<file path="src/rtl/snake_pkg.sv">
// snake_pkg: shared direction/state codes and playfield constants for the snake game.
package snake_pkg;
   typedef enum logic [1:0] {DIR_UP, DIR_DOWN, DIR_LEFT, DIR_RIGHT} dir_e;
   typedef enum logic [1:0] {ST_IDLE, ST_PLAY, ST_OVER} state_e;
   localparam int GRID_W = 32;
   localparam int GRID_H = 24;
   localparam int START_X = 16;
   localparam int START_Y = 12;
   // Up/down and left/right differ only in bit 0.
   function automatic logic is_reverse(input logic [1:0] a, input logic [1:0] b);
      return (a[1] == b[1]) && (a[0] != b[0]);
   endfunction
endpackage

</file>
<file path="src/rtl/snake_next_head.sv">
// snake_next_head: effective direction, next head cell and wall detection.
module snake_next_head #(
   parameter int GRID_W = 32,
   parameter int GRID_H = 24
) (
   input  logic [4:0] head_x,
   input  logic [4:0] head_y,
   input  logic [1:0] cur_dir,
   input  logic [1:0] dir_in,
   output logic [1:0] eff_dir,
   output logic [4:0] next_x,
   output logic [4:0] next_y,
   output logic       wall
);
   import snake_pkg::*;
   logic [5:0] nx, ny;
   // A step below zero wraps to 63, which the range check catches as a wall.
   always_comb begin
      eff_dir = is_reverse(dir_in, cur_dir) ? cur_dir : dir_in;
      nx = {1'b0, head_x} + (eff_dir == DIR_RIGHT ? 6'd1 : eff_dir == DIR_LEFT ? 6'h3f : 6'd0);
      ny = {1'b0, head_y} + (eff_dir == DIR_DOWN ? 6'd1 : eff_dir == DIR_UP ? 6'h3f : 6'd0);
      wall = (nx >= 6'(GRID_W)) || (ny >= 6'(GRID_H));
      next_x = nx[4:0];
      next_y = ny[4:0];
   end
endmodule

</file>
<file path="src/rtl/snake_body.sv">
// snake_body: snake segment storage, movement, growth, food consumption and collision detection.
module snake_body #(
   parameter int MAX_LEN = 16,
   parameter int INIT_LEN = 3,
   parameter int GRID_W = 32,
   parameter int GRID_H = 24
) (
   input  logic       clk,
   input  logic       rst,
   input  logic [1:0] game_state,
   input  logic       step,
   input  logic [1:0] dir_in,
   input  logic [4:0] food_x,
   input  logic [4:0] food_y,
   output logic       get_food,
   output logic       hit,
   output logic [4:0] head_x,
   output logic [4:0] head_y,
   output logic [4:0] length,
   output logic [1:0] cur_dir,
   input  logic [4:0] qry_x,
   input  logic [4:0] qry_y,
   output logic       qry_body
);
   import snake_pkg::*;
   localparam int LW = $clog2(MAX_LEN) + 1;
   logic [4:0] seg_x [MAX_LEN];
   logic [4:0] seg_y [MAX_LEN];
   logic [LW-1:0] len;
   logic [1:0] eff_dir;
   logic [4:0] nx, ny;
   logic wall, move, eat, grow, self_hit;
   snake_next_head #(.GRID_W(GRID_W), .GRID_H(GRID_H)) u_next (
      .head_x(seg_x[0]),
      .head_y(seg_y[0]),
      .cur_dir(cur_dir),
      .dir_in(dir_in),
      .eff_dir(eff_dir),
      .next_x(nx),
      .next_y(ny),
      .wall(wall)
   );
   assign head_x = seg_x[0];
   assign head_y = seg_y[0];
   assign length = 5'(len);
   // Without growth the tail cell is vacated this step, so it is excluded from the self check.
   always_comb begin
      move = (game_state == ST_PLAY) && step && !hit;
      eat = (nx == food_x) && (ny == food_y);
      grow = eat && (len < LW'(MAX_LEN));
      self_hit = 1'b0;
      qry_body = 1'b0;
      for (int i = 0; i < MAX_LEN; i++) begin
         self_hit |= (seg_x[i] == nx) && (seg_y[i] == ny) && (LW'(i) + LW'(!grow) < len);
         qry_body |= (seg_x[i] == qry_x) && (seg_y[i] == qry_y) && (LW'(i) < len);
      end
   end
   always_ff @(posedge clk or posedge rst) begin
      if (rst) begin
         for (int i = 0; i < MAX_LEN; i++) begin
            seg_x[i] <= 5'(START_X - i);
            seg_y[i] <= 5'(START_Y);
         end
         len <= LW'(INIT_LEN);
         cur_dir <= DIR_RIGHT;
         get_food <= 1'b0;
         hit <= 1'b0;
      end else if (game_state == ST_IDLE) begin
         for (int i = 0; i < MAX_LEN; i++) begin
            seg_x[i] <= 5'(START_X - i);
            seg_y[i] <= 5'(START_Y);
         end
         len <= LW'(INIT_LEN);
         cur_dir <= DIR_RIGHT;
         get_food <= 1'b0;
         hit <= 1'b0;
      end else begin
         get_food <= 1'b0;
         if (move) begin
            cur_dir <= eff_dir;
            if (wall || self_hit) hit <= 1'b1;
            else begin
               for (int i = 1; i < MAX_LEN; i++) begin
                  seg_x[i] <= seg_x[i-1];
                  seg_y[i] <= seg_y[i-1];
               end
               seg_x[0] <= nx;
               seg_y[0] <= ny;
               if (grow) len <= len + LW'(1);
               get_food <= eat;
            end
         end
      end
   end
endmodule

</file>
<file path="config.mk">
export PLATFORM = sky130hd
export DESIGN_NAME = snake_body
export DESIGN_NICKNAME = d
export VERILOG_FILES = /design/src/rtl/snake_pkg.sv /design/src/rtl/snake_next_head.sv /design/src/rtl/snake_body.sv
export SDC_FILE = /design/constraint.sdc
export NUM_CORES = 1
export LEC_CHECK = 0
export CORE_UTILIZATION = 35
export DETAILED_ROUTE_END_ITERATION = 6
export PLACE_DENSITY = 0.52
export SYNTH_ARGS = -nofsm -noshare
export SYNTH_HDL_FRONTEND = slang
export SYNTH_SLANG_ARGS = --single-unit
</file>
<file path="constraint.sdc">
create_clock -name clk -period 8.1 [get_ports clk]
set_input_delay 1.62 -clock clk [delete_from_list [all_inputs] [get_ports clk]]
set_output_delay 1.62 -clock clk [all_outputs]
set_load 0.02 [all_outputs]
</file>
# After elaboration in Yosys (flattened, before gate mapping)
# Index checks and enable logic that the tools add are counted.
[word_totals] regBits=169 inputBits=27 output_inout_bits=20 wordCells=296
[classes] n_addsub=18 n_lt_le_gt_ge=35 n_eq_ne=73 muxes=23 bitwise=30 n_reduce_logical=81
[ops] cell="80-bit two-way mux" count=6
[ops] cell="5-bit equality test" count=66
[ops] cell="1-bit logical AND" count=69
[ops] cell="4-bit by 1-bit adder with 5-bit output (first input constant)" count=8
[ops] cell="4-bit by 5-bit < comparator with 1-bit output (first input constant)" count=8
[ops] cell="5-bit < comparator" count=8
[ops] cell="1-bit OR" count=30
[ops] cell="6-bit two-way mux" count=4
[ops] cell="3-bit by 5-bit < comparator with 1-bit output (first input constant)" count=4
[ops] cell="4-bit by 5-bit < comparator with 1-bit output" count=4
[ops] cell="5-bit two-way mux" count=4
[ops] cell="3-bit by 1-bit adder with 4-bit output (first input constant)" count=4
[ops] cell="5-bit by 6-bit adder with 6-bit output" count=2
[ops] cell="1-bit by 5-bit < comparator with 1-bit output (first input constant)" count=2
[ops] cell="2-bit by 5-bit < comparator with 1-bit output (first input constant)" count=2
[ops] cell="3-bit by 5-bit < comparator with 1-bit output" count=2
[ops] cell="2-bit by 1-bit adder with 3-bit output (first input constant)" count=2
[ops] cell="6-bit by 5-bit greater-or-equal comparator with 1-bit output (second input constant)" count=1
[ops] cell="6-bit greater-or-equal comparator (second input constant)" count=1
[ops] cell="1-bit two-way mux" count=6
[ops] cell="2-bit two-way mux" count=3
[ops] cell="2-bit nonzero test" count=3
[ops] cell="5-bit by 1-bit adder with 5-bit output (second input constant)" count=1
[ops] cell="1-bit by 5-bit < comparator with 1-bit output" count=1
[ops] cell="other kinds (13)" count=19

# Logic depth before layout (Yosys ltp)
[logic_depth] depth_word=33 ltp_mapped=33 ltp_nobuf=25

# Hierarchy
# A second synthesis with hierarchy kept.
[unflattened] cells_unflattened=1432 hier_area_um2=12286.8
[by_module_without_submodules] mod="snake_body" n_inst=1 cells_per_inst=1371 area_each_um2=11818.8 seq_area_each_um2=4315.4
[by_module_without_submodules] mod="snake_next_head" n_inst=1 cells_per_inst=61 area_each_um2=467.9 seq_area_each_um2=0.0

# Worst setup path before layout
# OpenSTA, ideal clock, no wires.
[synth_path] path_kind="in2reg" startpoint="input dir_in[1]" endpoint="register seg_x[25] (netlist bit)" t_arrival_ns=7.778 required_ns=7.968 setup_slack_ns=0.190 path_stages=29 n_path_buf=7 path_cell_list="buf_2 inv_1 buf_2 buf_2 ha_1 ha_1 clkbuf_1 xnor2_1 nand4_1 a31oi_1 nand4b_1 a2111oi_4 nand3_2 nor2_1 inv_1 ha_1 clkbuf_1 or4b_2 nor2_1 nor2_1 o221ai_1 nor4_1 a22o_1 a221oi_1 nand4_1 nor4_4 buf_2 clkbuf_1 o21ai_1"
[synth_via] elab_chain_len=32
[synth_rtl] element="from (decl)" line="snake_body.sv:12" source="input logic [1:0] dir_in,"
[synth_rtl] element="1-bit equality test" line="snake_pkg.sv:11" source="return (a[1] == b[1]) && (a[0] != b[0]);"
[synth_rtl] element="1-bit logical AND" line="snake_pkg.sv:11"
[synth_rtl] element="2-bit two-way mux (*)" line="snake_next_head.sv:19" source="eff_dir = is_reverse(dir_in, cur_dir) ? cur_dir : dir_in;"
[synth_rtl] element="2-bit equality test or 2-bit logical NOT (tied branches)" line="snake_next_head.sv:20, snake_next_head.sv:21"
[synth_rtl] element="6-bit two-way mux (on tied branches) (2 in a row)" line="snake_next_head.sv:20, snake_next_head.sv:21"
[synth_rtl] element="5-bit by 6-bit adder with 6-bit output (on tied branches)" line="snake_next_head.sv:20, snake_next_head.sv:21"
[synth_rtl] element="5-bit equality test" line="snake_body.sv:49" source="eat = (nx == food_x) && (ny == food_y);"
[synth_rtl] element="1-bit logical AND" line="snake_body.sv:49"
[synth_rtl] element="1-bit logical AND" line="snake_body.sv:50" source="grow = eat && (len < LW'(MAX_LEN));"
[synth_rtl] element="1-bit logical NOT" line="snake_body.sv:54" source="self_hit |= (seg_x[i] == nx) && (seg_y[i] == ny) && (LW'(i) + LW'(!grow) < len);"
[synth_rtl] element="1-bit by 1-bit adder with 2-bit output" line="snake_body.sv:54"
[synth_rtl] element="2-bit by 5-bit < comparator with 1-bit output" line="snake_body.sv:54"
[synth_rtl] element="1-bit logical AND" line="snake_body.sv:54"
[synth_rtl] element="1-bit OR (15 in a row)" line="snake_body.sv:54"
[synth_rtl] element="1-bit logical OR (*)" line="snake_body.sv:81" source="if (wall || self_hit) hit <= 1'b1;"
[synth_rtl] element="2-bit inequality test (no source line) (*)"
[synth_rtl] element="2-bit AND reduction (no source line) (*)"
[synth_rtl] element="to (signal, indexed assignment)" line="snake_body.sv:61" source="seg_x[i] <= 5'(START_X - i);"
[synth_rtl] element="to (signal, indexed assignment)" line="snake_body.sv:70" source="seg_x[i] <= 5'(START_X - i);"
[synth_rtl] element="to (signal, indexed assignment)" line="snake_body.sv:84" source="seg_x[i] <= seg_x[i-1];"
[synth_rtl] element="to (decl)" line="snake_body.sv:27" source="logic [4:0] seg_x [MAX_LEN];"
# Mark *: on every way between the ends. The rest lies on a longest branch, timed or not.
# A chain may end at the register's enable or synchronous reset.

# Worst setup path after layout
[layout_path] startpoint="input dir_in[1]" endpoint="register hit"
[layout_via] elab_chain_len=32
[layout_rtl] element="1-bit equality test" line="snake_pkg.sv:11"
[layout_rtl] element="1-bit logical AND" line="snake_pkg.sv:11"
[layout_rtl] element="2-bit two-way mux (*)" line="snake_next_head.sv:19"
[layout_rtl] element="2-bit equality test or 2-bit logical NOT (tied branches)" line="snake_next_head.sv:20, snake_next_head.sv:21"
[layout_rtl] element="6-bit two-way mux (on tied branches) (2 in a row)" line="snake_next_head.sv:20, snake_next_head.sv:21"
[layout_rtl] element="5-bit by 6-bit adder with 6-bit output (on tied branches)" line="snake_next_head.sv:20, snake_next_head.sv:21"
[layout_rtl] element="5-bit equality test" line="snake_body.sv:49"
[layout_rtl] element="1-bit logical AND" line="snake_body.sv:49"
[layout_rtl] element="1-bit logical AND" line="snake_body.sv:50"
[layout_rtl] element="1-bit logical NOT" line="snake_body.sv:54"
[layout_rtl] element="1-bit by 1-bit adder with 2-bit output" line="snake_body.sv:54"
[layout_rtl] element="2-bit by 5-bit < comparator with 1-bit output" line="snake_body.sv:54"
[layout_rtl] element="1-bit logical AND" line="snake_body.sv:54"
[layout_rtl] element="1-bit OR (15 in a row)" line="snake_body.sv:54"
[layout_rtl] element="1-bit logical OR (*)" line="snake_body.sv:81"
[layout_rtl] element="2-bit nonzero test (no source line) (*)"
[layout_rtl] element="2-bit AND reduction (no source line) (*)"
[layout_rtl] element="to (signal assigned)" line="snake_body.sv:67" source="hit <= 1'b0;"
[layout_rtl] element="to (signal assigned)" line="snake_body.sv:76" source="hit <= 1'b0;"
[layout_rtl] element="to (signal assigned)" line="snake_body.sv:81"
[layout_rtl] element="to (decl)" line="snake_body.sv:16" source="output logic hit,"
# Marked as above.

==> impl_metrics.csv <==
group,metric,value,unit
power_and_ir_drop,combPwrFrac,38.5,%
die,row_count,73,
final_layout,nNetsFinal,1801,
route,wirelength,60600,um
worst_setup_path,reg2reg_depth,26,
final_layout,n_antenna_cell,0,
worst_setup_path,crit_end,"hit",
sta,hold_violations,0,
grt,antenna_found_initial,1,
die,die_area,41000,um2
sta,tightest_slew,1130,ps
sta,fin_crit_sh,96.9,%
synthesis,yosys-top-cells-count,"289 x nand2_1, 198 x xnor2_1, 142 x xor2_1, 115 x nor2_1",
power_and_ir_drop,ir_worst_vdd,137,uV
route,drc,0,
synthesis,synth_nets,1780,
synthesis,async_flop_share,100,%
worst_setup_path,critPathMaxFanout,7,
worst_setup_path,start_kind,"input port",
worst_setup_path,r2r-end,"hit",
die,core_area,39700,um2
worst_setup_path,cp_data_arrival_time,8200,ps
clock_tree,hold_buffers,0,
power_and_ir_drop,power_frac_seq,36.2,%
worst_setup_path,reg2reg_slack,1410,ps
final_layout,syn_to_final_growth,14.6,%
die,dieHeight,203,um
route,drtIter0Drc,1507,
clock_tree,cts_buffers,17,
synthesis,synth-edff-count,0,
route,ant_nets,0,
sta,slew_headroom,22.7,%
die,ios,47,
route,post_drt_wl_per_cell,26.3,um
clock_tree,cts_sinks,169,
place,dp_hpwl,45000,um
final_layout,num-fill-cells,4055,
place,place_congestion,1.02,
power_and_ir_drop,power_frac_clock,25.3,%
route,avgViaCountPerCell,5.84,
clock_tree,cts_root_buffer,"clkbuf_16",
synthesis,synth_top_area_cell,"dfrtp_1",
sta,finalSetupViolCount,0,
power_and_ir_drop,power.leakage,6.00,nW
power_and_ir_drop,power.total,3.67,mW
synthesis,syn_inst,1742,
place,place_ws,-223,ps
die,initial_core_util,35.4,%
route,num_vias,13400,
sta,fin_worst_skew,29.2,ps
synthesis,ys.flop_type,"dfrtp_1",
grt,grt_max_degree,91,
clock_tree,clk_latency,470,ps
synthesis,synth_warnings,0,
synthesis,yosys-top-cells-area,"dfrtp_1 18%, dfstp_2 13%, xnor2_1 12%",
grt,overflow,0,
route,drt_first_pass_iters,6,
sta,fin_crit,7850,ps
worst_setup_path,slowest_delay,720,ps
synthesis,yosysMostFrequentCell,"nand2_1",
sta,rsz0062_at_grt,"no",
power_and_ir_drop,power_density,228,nW/um2
worst_setup_path,endpoint_kind,"flop",
place,port_buffers,46,
grt,grt_pass1_wl,89400,um
synthesis,synth_top_area_share,17.8,%
power_and_ir_drop,switchingPower,1.52,mW
sta,fmax,0.127,GHz
synthesis,synth_area_per_cell,8.08,um2
clock_tree,cts-htree-levels,4,
grt,grt_pass1_vias,12700,
synthesis,ys_ff_latch,169,
final_layout,drive_gt1_share,14.6,%
hold_path,hold_path.class,"reg -> reg",
worst_setup_path,cp_slowest_cell,"clkdlybuf4s50_1",
synthesis,yosysUniqueCellTypes,88,
final_layout,finalInstanceArea,16100,um2
grt,grt_usage,29.6,%
power_and_ir_drop,p_int,2.16,mW
clock_tree,cts_tree,"done",
synthesis,netlist_area,14100,um2
place,placed_cell_area,15500,um2
worst_setup_path,crit_required,8440,ps
status,outcome,"finished clean",
sta,slew_viol_final,0,
worst_setup_path,crit_type,"in -> reg",
clock_tree,cts_max_path_buffers,2,
clock_tree,clk_pin_slew,90,ps
power_and_ir_drop,p_sw_share,41.3,%
sta,fin_ws,248,ps
worst_setup_path,crit_path_start,"dir_in[1]",
worst_setup_path,reg2reg_from,"cur_dir[1]",
synthesis,seq_area_frac_synth,30.7,%
job,cap_violations,0,
die,fp.dieW,203,um
## placed cells by master, fill, tap and decap left out, types with 11 or more instances in the layout
| cell | netlist | final |
|---|---|---|
| nor3_1 | 30 | 30 |
| or3_1 | 11 | 11 |
| clkbuf_16 | 0 | 17 |
| nor2_1 | 115 | 114 |
| clkdlybuf4s50_1 | 0 | 46 |
| nand4_1 | 56 | 56 |
| xnor2_1 | 198 | 198 |
| buf_12 | 0 | 14 |
| nor4_1 | 40 | 40 |
| nand2_1 | 289 | 289 |
| o21ai_0 | 100 | 99 |
| inv_1 | 14 | 13 |
| o22ai_1 | 13 | 13 |
| buf_4 | 18 | 108 |
| a21oi_1 | 37 | 37 |
| dfrtp_1 | 100 | 99 |
| ha_1 | 11 | 11 |
| xor2_1 | 142 | 142 |
| o21ai_1 | 82 | 83 |
| dfstp_2 | 69 | 69 |
| nand3_1 | 37 | 37 |
| and3_1 | 17 | 17 |
## how the worst min path moves through the flow
stage                          from         to  depth (start not counted)
after floorplan           seg_y[52]  seg_y[47]                          2
after detailed placement  seg_x[11]   seg_x[6]                          2
after global routing      seg_x[71]  seg_x[66]                          2
after CTS                 seg_y[63]  seg_y[58]                          2
after global placement    seg_y[73]  seg_y[68]                          2
final                     seg_y[63]  seg_y[58]                          2
## logic make-up (layout without fill, tap and decap cells)
kind of cell    after synthesis  count (layout)  share of synthesized area [%]
fa+ha+maj                    11              11                          0.978
mux                          11              11                          0.987
flops                       169             169                           30.7
compound gates              363             363                           16.6
xor+xnor                    345             345                           21.9
simple gates                662             662                           22.6
buf+inv                     181             215                           6.27
## state kept, by name, summed over array words and instances, names as in the netlist
name / count
cur_dir: 2
get_food: 1
head_x: 5
head_y: 5
hit: 1
length: 5
seg_x: 75
seg_y: 75
## layout make-up
cell class / instances / area (um2) / share of cell area, %
well taps: 525 / 657 / 4.07
multi-input cells: 1392 / 8890 / 55.1
clock buffers: 18 / 439 / 2.72
inverters: 15 / 61.3 / 0.380
clock inverters: 14 / 214 / 1.33
flip-flops and latches: 169 / 4320 / 26.8
repair buffers: 168 / 1550 / 9.62
## metrics by stage
stage          hold WS (ps)  instances  TNS [ps]  util, %
2_1_floorplan           471       1742         0        -
3_3_place_gp            493       2268    -28200     38.9
3_5_place_dp            489       2268    -17500     38.9
4_1_cts                 484       2300         0     40.6
5_1_grt                 529       2301         0     40.6
6_report                486       2301         0     40.6
## critical path, delay by kind of cell
family / cells / cell delay (ps)
buffers and inverters: 5 / 1490
XOR/XNOR: 1 / 240
AO/OA/AOI/OAI: 6 / 2030
AND/OR/NAND/NOR: 10 / 1890
adder cells (fa/ha/maj): 3 / 920
## repair_timing
item                       in CTS  in global routing
setup endpoints to repair       0                145
gates resized for setup         0                  1
setup buffers                   0                  1
## power by group through the flow
| stage | Clock [mW] | Sequential [mW] | Combinational, mW |
|---|---|---|---|
| 6_report | 0.931 | 1.33 | 1.41 |
| 5_1_grt | 0.971 | 1.33 | 1.51 |
| 4_1_cts | 0.939 | 1.31 | 1.39 |
| 3_5_place_dp | 0 | 1.33 | 1.38 |
| 3_3_place_gp | 0 | 1.33 | 1.37 |
| 2_1_floorplan | 0 | 1.16 | 1.01 |
## per-layer routing
layer	GRT usage, %	part of all wire (%)	vias to the layer above	wire, um
li1	-	-	6099	-
met1	42.3	45	6651	27500
met2	45.3	44	604	26800
met3	4.48	7.2	93	4380
met4	10.2	3.1	0	1880
met5	0	0	-	0
Note: power is estimated with default switching activity, not from simulation.
